<file path="src/rtl/exu_muldiv.sv">
// Iterative RV32M/RV64M multiply/divide unit: shift-add multiply, restoring divide.
// Optional macro EXU_MULDIV_FAST_MUL_EN replaces the iterative multiply with a single-cycle multiplier.
module exu_muldiv #(
    parameter int XLEN  = 32,
    parameter int CNT_W = $clog2(XLEN)
) (
    input  logic            clk,
    input  logic            rst_n,
    input  logic            start_i,
    input  logic [2:0]      op_i,
    input  logic [XLEN-1:0] op1_data_i,
    input  logic [XLEN-1:0] op2_data_i,
    input  logic            flush_i,
    output logic [XLEN-1:0] result_o,
    output logic            done_o,
    output logic            busy_o,
    output logic            stallreq_o
);
    localparam logic [2:0] OP_MUL   = 3'd0;
    localparam logic [2:0] OP_MULHU = 3'd3;

    typedef enum logic [1:0] {IDLE, CALC, DONE} state_t;
    state_t state, state_nxt;

    logic [2:0]        op_q;
    logic [CNT_W-1:0]  cnt;
    logic [XLEN-1:0]   mcand;
    logic [2*XLEN-1:0] acc;
    logic [XLEN:0]     rem;
    logic              neg;
    logic [XLEN-1:0]   result_q;

    function automatic logic [XLEN-1:0] magnitude(input logic [XLEN-1:0] v, input logic n);
        return n ? (~v + {{(XLEN-1){1'b0}}, 1'b1}) : v;
    endfunction

    function automatic logic [2*XLEN-1:0] sign_fix(input logic [2*XLEN-1:0] v, input logic n);
        return n ? (~v + {{(2*XLEN-1){1'b0}}, 1'b1}) : v;
    endfunction

    // Start-cycle decode: operand magnitudes, result sign and single-cycle special cases
    logic            accept, signed1, signed2, sign1, sign2, neg_in;
    logic            div_zero, div_ovf, special;
    logic [XLEN-1:0] mag1, mag2, special_res;

`ifdef EXU_MULDIV_FAST_MUL_EN
    localparam int PW = 2*XLEN+2;
    logic signed [XLEN:0] fast_a, fast_b;
    logic signed [PW-1:0] fast_prod;
    assign fast_a    = {sign1, op1_data_i};
    assign fast_b    = {sign2, op2_data_i};
    assign fast_prod = PW'(fast_a) * PW'(fast_b);
`endif

    assign accept = (state == IDLE) & start_i & ~flush_i;

    always_comb begin
        signed1  = op_i[2] ? ~op_i[0] : (op_i != OP_MULHU);
        signed2  = op_i[2] ? ~op_i[0] : (op_i[1:0] < 2'd2);
        sign1    = signed1 & op1_data_i[XLEN-1];
        sign2    = signed2 & op2_data_i[XLEN-1];
        mag1     = magnitude(op1_data_i, sign1);
        mag2     = magnitude(op2_data_i, sign2);
        // REM/REMU take the dividend sign; everything else the product/quotient sign
        neg_in   = (op_i[2] & op_i[1]) ? sign1 : (sign1 ^ sign2);
        div_zero = op_i[2] & (op2_data_i == '0);
        div_ovf  = op_i[2] & ~op_i[0] & (op1_data_i == {1'b1, {(XLEN-1){1'b0}}}) & (&op2_data_i);
        special     = div_zero | div_ovf;
        special_res = '0;
        if (div_zero)
            special_res = op_i[1] ? op1_data_i : '1;
        else if (div_ovf)
            special_res = op_i[1] ? '0 : op1_data_i;
`ifdef EXU_MULDIV_FAST_MUL_EN
        if (~op_i[2]) begin
            special     = 1'b1;
            special_res = (op_i == OP_MUL) ? fast_prod[XLEN-1:0] : fast_prod[2*XLEN-1:XLEN];
        end
`endif
    end

    // Iteration step: shift-add multiply or restoring divide, plus final sign correction
    logic [XLEN:0]     mul_sum, rem_nxt;
    logic [XLEN+1:0]   rem_diff;
    logic              q_bit;
    logic [2*XLEN-1:0] acc_nxt, raw, fixed;
    logic [XLEN-1:0]   fin_res;

    always_comb begin
        mul_sum  = {1'b0, acc[2*XLEN-1:XLEN]} + (acc[0] ? {1'b0, mcand} : {(XLEN+1){1'b0}});
        rem_diff = {rem, acc[XLEN-1]} - {2'b00, mcand};
        q_bit    = ~rem_diff[XLEN+1];
        rem_nxt  = q_bit ? rem_diff[XLEN:0] : {rem[XLEN-1:0], acc[XLEN-1]};
        if (op_q[2])
            acc_nxt = {{XLEN{1'b0}}, acc[XLEN-2:0], q_bit};
        else
            acc_nxt = {mul_sum, acc[XLEN-1:1]};
        if (op_q[2] & op_q[1])
            raw = {{XLEN{1'b0}}, rem_nxt[XLEN-1:0]};
        else
            raw = acc_nxt;
        fixed   = sign_fix(raw, neg);
        fin_res = (~op_q[2] & (op_q != OP_MUL)) ? fixed[2*XLEN-1:XLEN] : fixed[XLEN-1:0];
    end

    always_ff @(posedge clk or negedge rst_n) begin
        if (!rst_n) begin
            op_q     <= '0;
            cnt      <= '0;
            mcand    <= '0;
            acc      <= '0;
            rem      <= '0;
            neg      <= 1'b0;
            result_q <= '0;
        end else if (accept) begin
            op_q     <= op_i;
            neg      <= neg_in;
            cnt      <= CNT_W'(XLEN-1);
            mcand    <= op_i[2] ? mag2 : mag1;
            acc      <= {{XLEN{1'b0}}, (op_i[2] ? mag1 : mag2)};
            rem      <= '0;
            result_q <= special_res;
        end else if (state == CALC) begin
            cnt <= cnt - CNT_W'(1);
            acc <= acc_nxt;
            rem <= rem_nxt;
            if (cnt == '0)
                result_q <= fin_res;
        end
    end

    always_ff @(posedge clk or negedge rst_n) begin
        if (!rst_n)
            state <= IDLE;
        else
            state <= state_nxt;
    end

    always_comb begin
        state_nxt  = state;
        stallreq_o = 1'b0;
        busy_o     = 1'b0;
        done_o     = 1'b0;
        result_o   = '0;
        case (state)
            IDLE: begin
                if (accept) begin
                    stallreq_o = 1'b1;
                    state_nxt  = special ? DONE : CALC;
                end
            end
            CALC: begin
                stallreq_o = 1'b1;
                busy_o     = 1'b1;
                if (cnt == '0)
                    state_nxt = DONE;
            end
            DONE: begin
                done_o    = 1'b1;
                result_o  = result_q;
                state_nxt = IDLE;
            end
            default: state_nxt = IDLE;
        endcase
        if (flush_i)
            state_nxt = IDLE;
    end
endmodule

</file>
<file path="config.mk">
export PLATFORM = sky130hd
export DESIGN_NAME = exu_muldiv
export DESIGN_NICKNAME = d
export VERILOG_FILES = /design/src/rtl/exu_muldiv.sv
export SDC_FILE = /design/constraint.sdc
export NUM_CORES = 1
export LEC_CHECK = 0
export CAP_MARGIN = 30
export CORE_ASPECT_RATIO = 0.5
export CORE_MARGIN = 4
export CORE_UTILIZATION = 30
export CTS_BUF_LIST = sky130_fd_sc_hd__clkbuf_4
export DETAILED_ROUTE_END_ITERATION = 10
export PLACE_DENSITY = 0.48
export REMOVE_ABC_BUFFERS = 1
export SETUP_SLACK_MARGIN = 0.1
export SYNTH_ARGS = -nofsm -noshare
export SYNTH_HDL_FRONTEND = slang
export SYNTH_SLANG_ARGS = --single-unit
</file>
<file path="constraint.sdc">
create_clock -name clk -period 7.15 [get_ports clk]
set_clock_uncertainty 0.15 [all_clocks]
set_input_delay 1.0725 -clock clk [delete_from_list [all_inputs] [get_ports clk]]
set_output_delay 1.0725 -clock clk [all_outputs]
set_load 0.05 [all_outputs]
</file>
==> summary.md <==
| Metric | Value |
|---|---|
| Average footprint of a synthesized cell | 7.36 sq um |
| Required time at the endpoint of the critical path | 7.61 ns |
| Core region area | 0.0596 sq mm |
| Fraction of post-synthesis cell area in the top cell type by area | 23.7% |
| Post-Synth Simple-Gate Area | 26.5% |
| Buffer levels on the longest clock path | 2 |
| Max transition margin | 27.2% |
| Setup-violating endpoint count in the final report | 0 |
| Via count normalized by instance count | 6.06 |
| Drt wl/cell | 27.7 microns |
| Main flop type after synthesis | sky130_fd_sc_hd__dfrtp_1 |
| Count of cells resized by post-cts repair | 0 |
| Most common cell in the synthesized netlist | sky130_fd_sc_hd__nand2_1 |
| Highest clock rate | 0.157 GHz |
| Number of buffers added on ports | 105 |
| Hold buffer count at cts | 0 |
| DRC marker count from the first detailed-route iteration | 2382 |
| RSZ-0062 raised after global routing | false |
| Placed wire-length estimate after detailed placement | 73.8 mm |
| Switching share of power | 58.3% |
| Final weighted congestion of routability-driven global placement | 1.00 |
| Post-synthesis mux area share | 4.76% |
| Xor-xnor portion of the synthesized cell area | 5.45% |
| Library cell occupying the most area in the post-synthesis netlist | sky130_fd_sc_hd__dfrtp_1 |
| Tcrit/Tclk final | 88.9% |
| Classification of the worst-slack hold path | input pin to asynchronous set/reset pin |
| Internal Pwr Total | 3.20 mW |
| Setup TNS after final layout | 0 ns |
| X dimension of the die | 356 microns |
| Final WL | 92.8 mm |
| Proportion of power drawn by flip-flops and latches | 19.6% |
| Area of the multi-input gates | 0.0131 sq mm |
| Filler cell count in the final layout | 6441 |
| Setup Buffers After CTS | 0 |
| Leftover overflow at the end of global routing | 0 |
| Minimum clock period | 6.36 ns |
| Post-synthesis async set-or-reset flop share | 100% |
| Most area-consuming cells after synthesis | sky130_fd_sc_hd__dfrtp_1, sky130_fd_sc_hd__o21ai_0, sky130_fd_sc_hd__nand2_1, sky130_fd_sc_hd__a21oi_1, sky130_fd_sc_hd__ha_1 |
| Layout net count | 2659 |
| Floorplan die height | 182 microns |
| Final Hold Fails | 0 |
| Post-synthesis compound-gate area fraction | 30.0% |
| Area delta synth->final | 13.1% |
| Die Area | 0.0648 sq mm |
| Crit path cell chain | inv_1 > ha_1 > a21oi_1 > o21ai_1 > a211oi_1 > o31a_1 > nand3_1 > nand2_1 > mux2i_1 > nand2_1 > nand2_1 > ha_1 > nand2_1 > a211oi_1 > a211oi_1 > buf_4 > nor4_2 > and4b_1 > nand4_1 > a2111oi_0 > nor2_1 |
| Clock tree from TritonCTS | yes |
| Share of synthesized cell area in full adder, half adder and majority cells | 5.04% |
| Result of the run | finished clean |
| Via count of the first global-routing pass | 18600 |
| Crit path launch | mcand[18] |
| Critical path's slowest cell | sky130_fd_sc_hd__nor4_2 |
| Final core area utilization | 34.5% |
| Maximum number of pins on one net before global-route repair | 98 |
| Most frequent cell on the critical path | sky130_fd_sc_hd__nand2_1 |
| Total power per unit cell area | 373 mW/mm^2 |
| Combinational power share | 71.8% |
| Initial core utilization | 30.5% |
| Data arrival at the endpoint of the critical path | 6.82 ns |
| Setup crit end kind | register |
| Delay of the slowest cell on the worst path | 0.72 ns |
| I/O pin cnt | 106 |
| Clock insertion delay at the later pin of the skew report | 0.70 ns |
| CTS root buf | sky130_fd_sc_hd__clkbuf_4 |
| Setup Crit Path Kind | register to register |
| Total vias in the final route | 20300 |
| Number of buffers added by the clock tree synthesis step | 17 |
| Post-synth top cells | sky130_fd_sc_hd__nand2_1, sky130_fd_sc_hd__nor2_1, sky130_fd_sc_hd__o21ai_0 |
| Row count | 63 |
| Startpoint Class | register |
| Number of sinks on the clock net | 172 |
| First-pass GRT wire length | 133 mm |
| Max-Cap Viols | 0 |
| Global routing usage summed across all routing layers | 27.7% |
| Final slew viol count | 0 |
| Maximum fanout along the worst path | 8 |
| Combinational family with the most area after synthesis | compound AO/OA/AOI/OAI gates |
| Clock transition at the registers of the reported paths | 0.20 ns |
| Sequential cell area fraction in the yosys report | 23.7% |
| Layout cell share with drive strength beyond 1 | 6.64% |
| Pre-antenna DRT Iters | 6 |
| Count of mapped cells out of synthesis | 2468 |
| Net Sw Power | 4.47 mW |
| H-tree level count | 4 |
| YS warnings | 0 |
| Post-synth EDFFs | 0 |
| Worst slew pin tran | 1.06 ns |
| Clk pwr share | 8.7% |
| Flops & latches, synth | 172 |
| Reg-to-Reg Start | mcand[18] |
| Cell area after synthesis | 0.0182 sq mm |
| Total DRC errors in the routed layout | 0 |
| Maximum vdd ir drop | 147 uV |
| Initial antenna violation count | 5 |
| Post-route antenna net violation count | 0 |
| Seq. cell area | 0.00431 sq mm |
| Unique masters post-synth | 92 |
| Static power due to leakage | 8.11 nW |
flip-flops by register name (all words and copies together), names as in the netlist:
signal	flops
state	2
rem	33
result_q	32
cnt	5
neg	1
op_q	3
mcand	32
acc	64
metrics by stage:
stage               hold slack (ns)  cell area [sq um]  std cells  worst slack [ns]  total power, mW
floorplan                     0.286              17600       2321            -0.538             4.71
global placement              0.322              20200       3307              1.12             6.82
detailed placement            0.323              20200       3308             0.978             6.80
CTS                           0.224              20500       3340             0.970             7.48
global route                  0.283              20500       3342             0.436             8.07
finish                        0.242              20500       3344             0.791             7.67
logic make-up after synthesis:
kind of cell | after synthesis
AOI/OAI and AO/OA | 838
xor gates and xnor gates | 113
adders and majority gates | 72
buffers and inverters | 209
DFF | 172
muxes | 84
and+or+nand+nor | 980
final cells by class:
cell class,instances,area share [%]
multi-input cells,2087,63.7
flip-flops and latches,172,21.0
repair buffers,176,7.76
well taps,812,4.94
inverters,62,1.13
clock inverters,15,0.798
clock buffers,17,0.621
diodes,3,0.0365
power groups by stage:
stage / combinational, mW / sequential [mW] / clock (mW)
after floorplan: 3.28 / 1.42 / 0
after global placement: 5.31 / 1.51 / 0
after detailed placement: 5.29 / 1.51 / 0
after CTS: 5.31 / 1.49 / 0.676
after global routing: 5.83 / 1.53 / 0.706
final: 5.50 / 1.50 / 0.665
metal layers:
metal	track usage, %	share of wire, %	wire, microns	vias up
met4	6.76	2.4	2230	4
met1	40.6	46	43000	9945
met2	39.6	41	38100	950
li1	-	-	-	9250
met5	0	0.072	67	-
met3	7.83	10	9350	113
placed cells by master (no fill, tap or decap), drive strengths merged, types with 8 or more instances in the layout:
cell type / n
a2111oi: 9
a211oi: 38
a21o: 35
a21oi: 213
a221oi: 12
a22o: 19
a31oi: 22
and2: 90
and3: 18
buf: 72
clkbuf: 18
clkdlybuf4s50: 103
dfrtp: 172
ha: 70
inv: 66
mux2: 13
mux2i: 71
nand2: 290
nand2b: 13
nand3: 71
nand4: 36
nor2: 228
nor2b: 19
nor3: 79
nor3b: 8
nor4: 30
o211ai: 66
o21a: 23
o21ai: 232
o21bai: 10
o221ai: 12
o31ai: 39
o41ai: 12
or2: 9
or3: 39
or4: 17
xnor2: 71
xor2: 42
critical path: cells and delay by family (launching register included):
| kind | cells | cell delay (ns) |
|---|---|---|
| flip-flops | 1 | 0.41 |
| multiplexers | 1 | 0.28 |
| adder cells (fa/ha/maj) | 2 | 0.63 |
| AO/OA/AOI/OAI | 7 | 2.21 |
| AND/OR/NAND/NOR | 9 | 2.31 |
| buffers and inverters | 2 | 0.27 |
final timing paths:
path | end | slack [ns] | depth (start not counted)
worst max-delay path | result_q[12] | 0.79 | 21
max in group asynchronous | rem[32] | 5.47 | 2
worst min register to register | state[0] | 0.34 | 1
worst max register to register | result_q[12] | 0.79 | 21
min in group clk | state[0] | 0.34 | 1
worst min-delay path | result_q[24] | 0.24 | 1
Note: power is estimated with default switching activity, not from simulation.
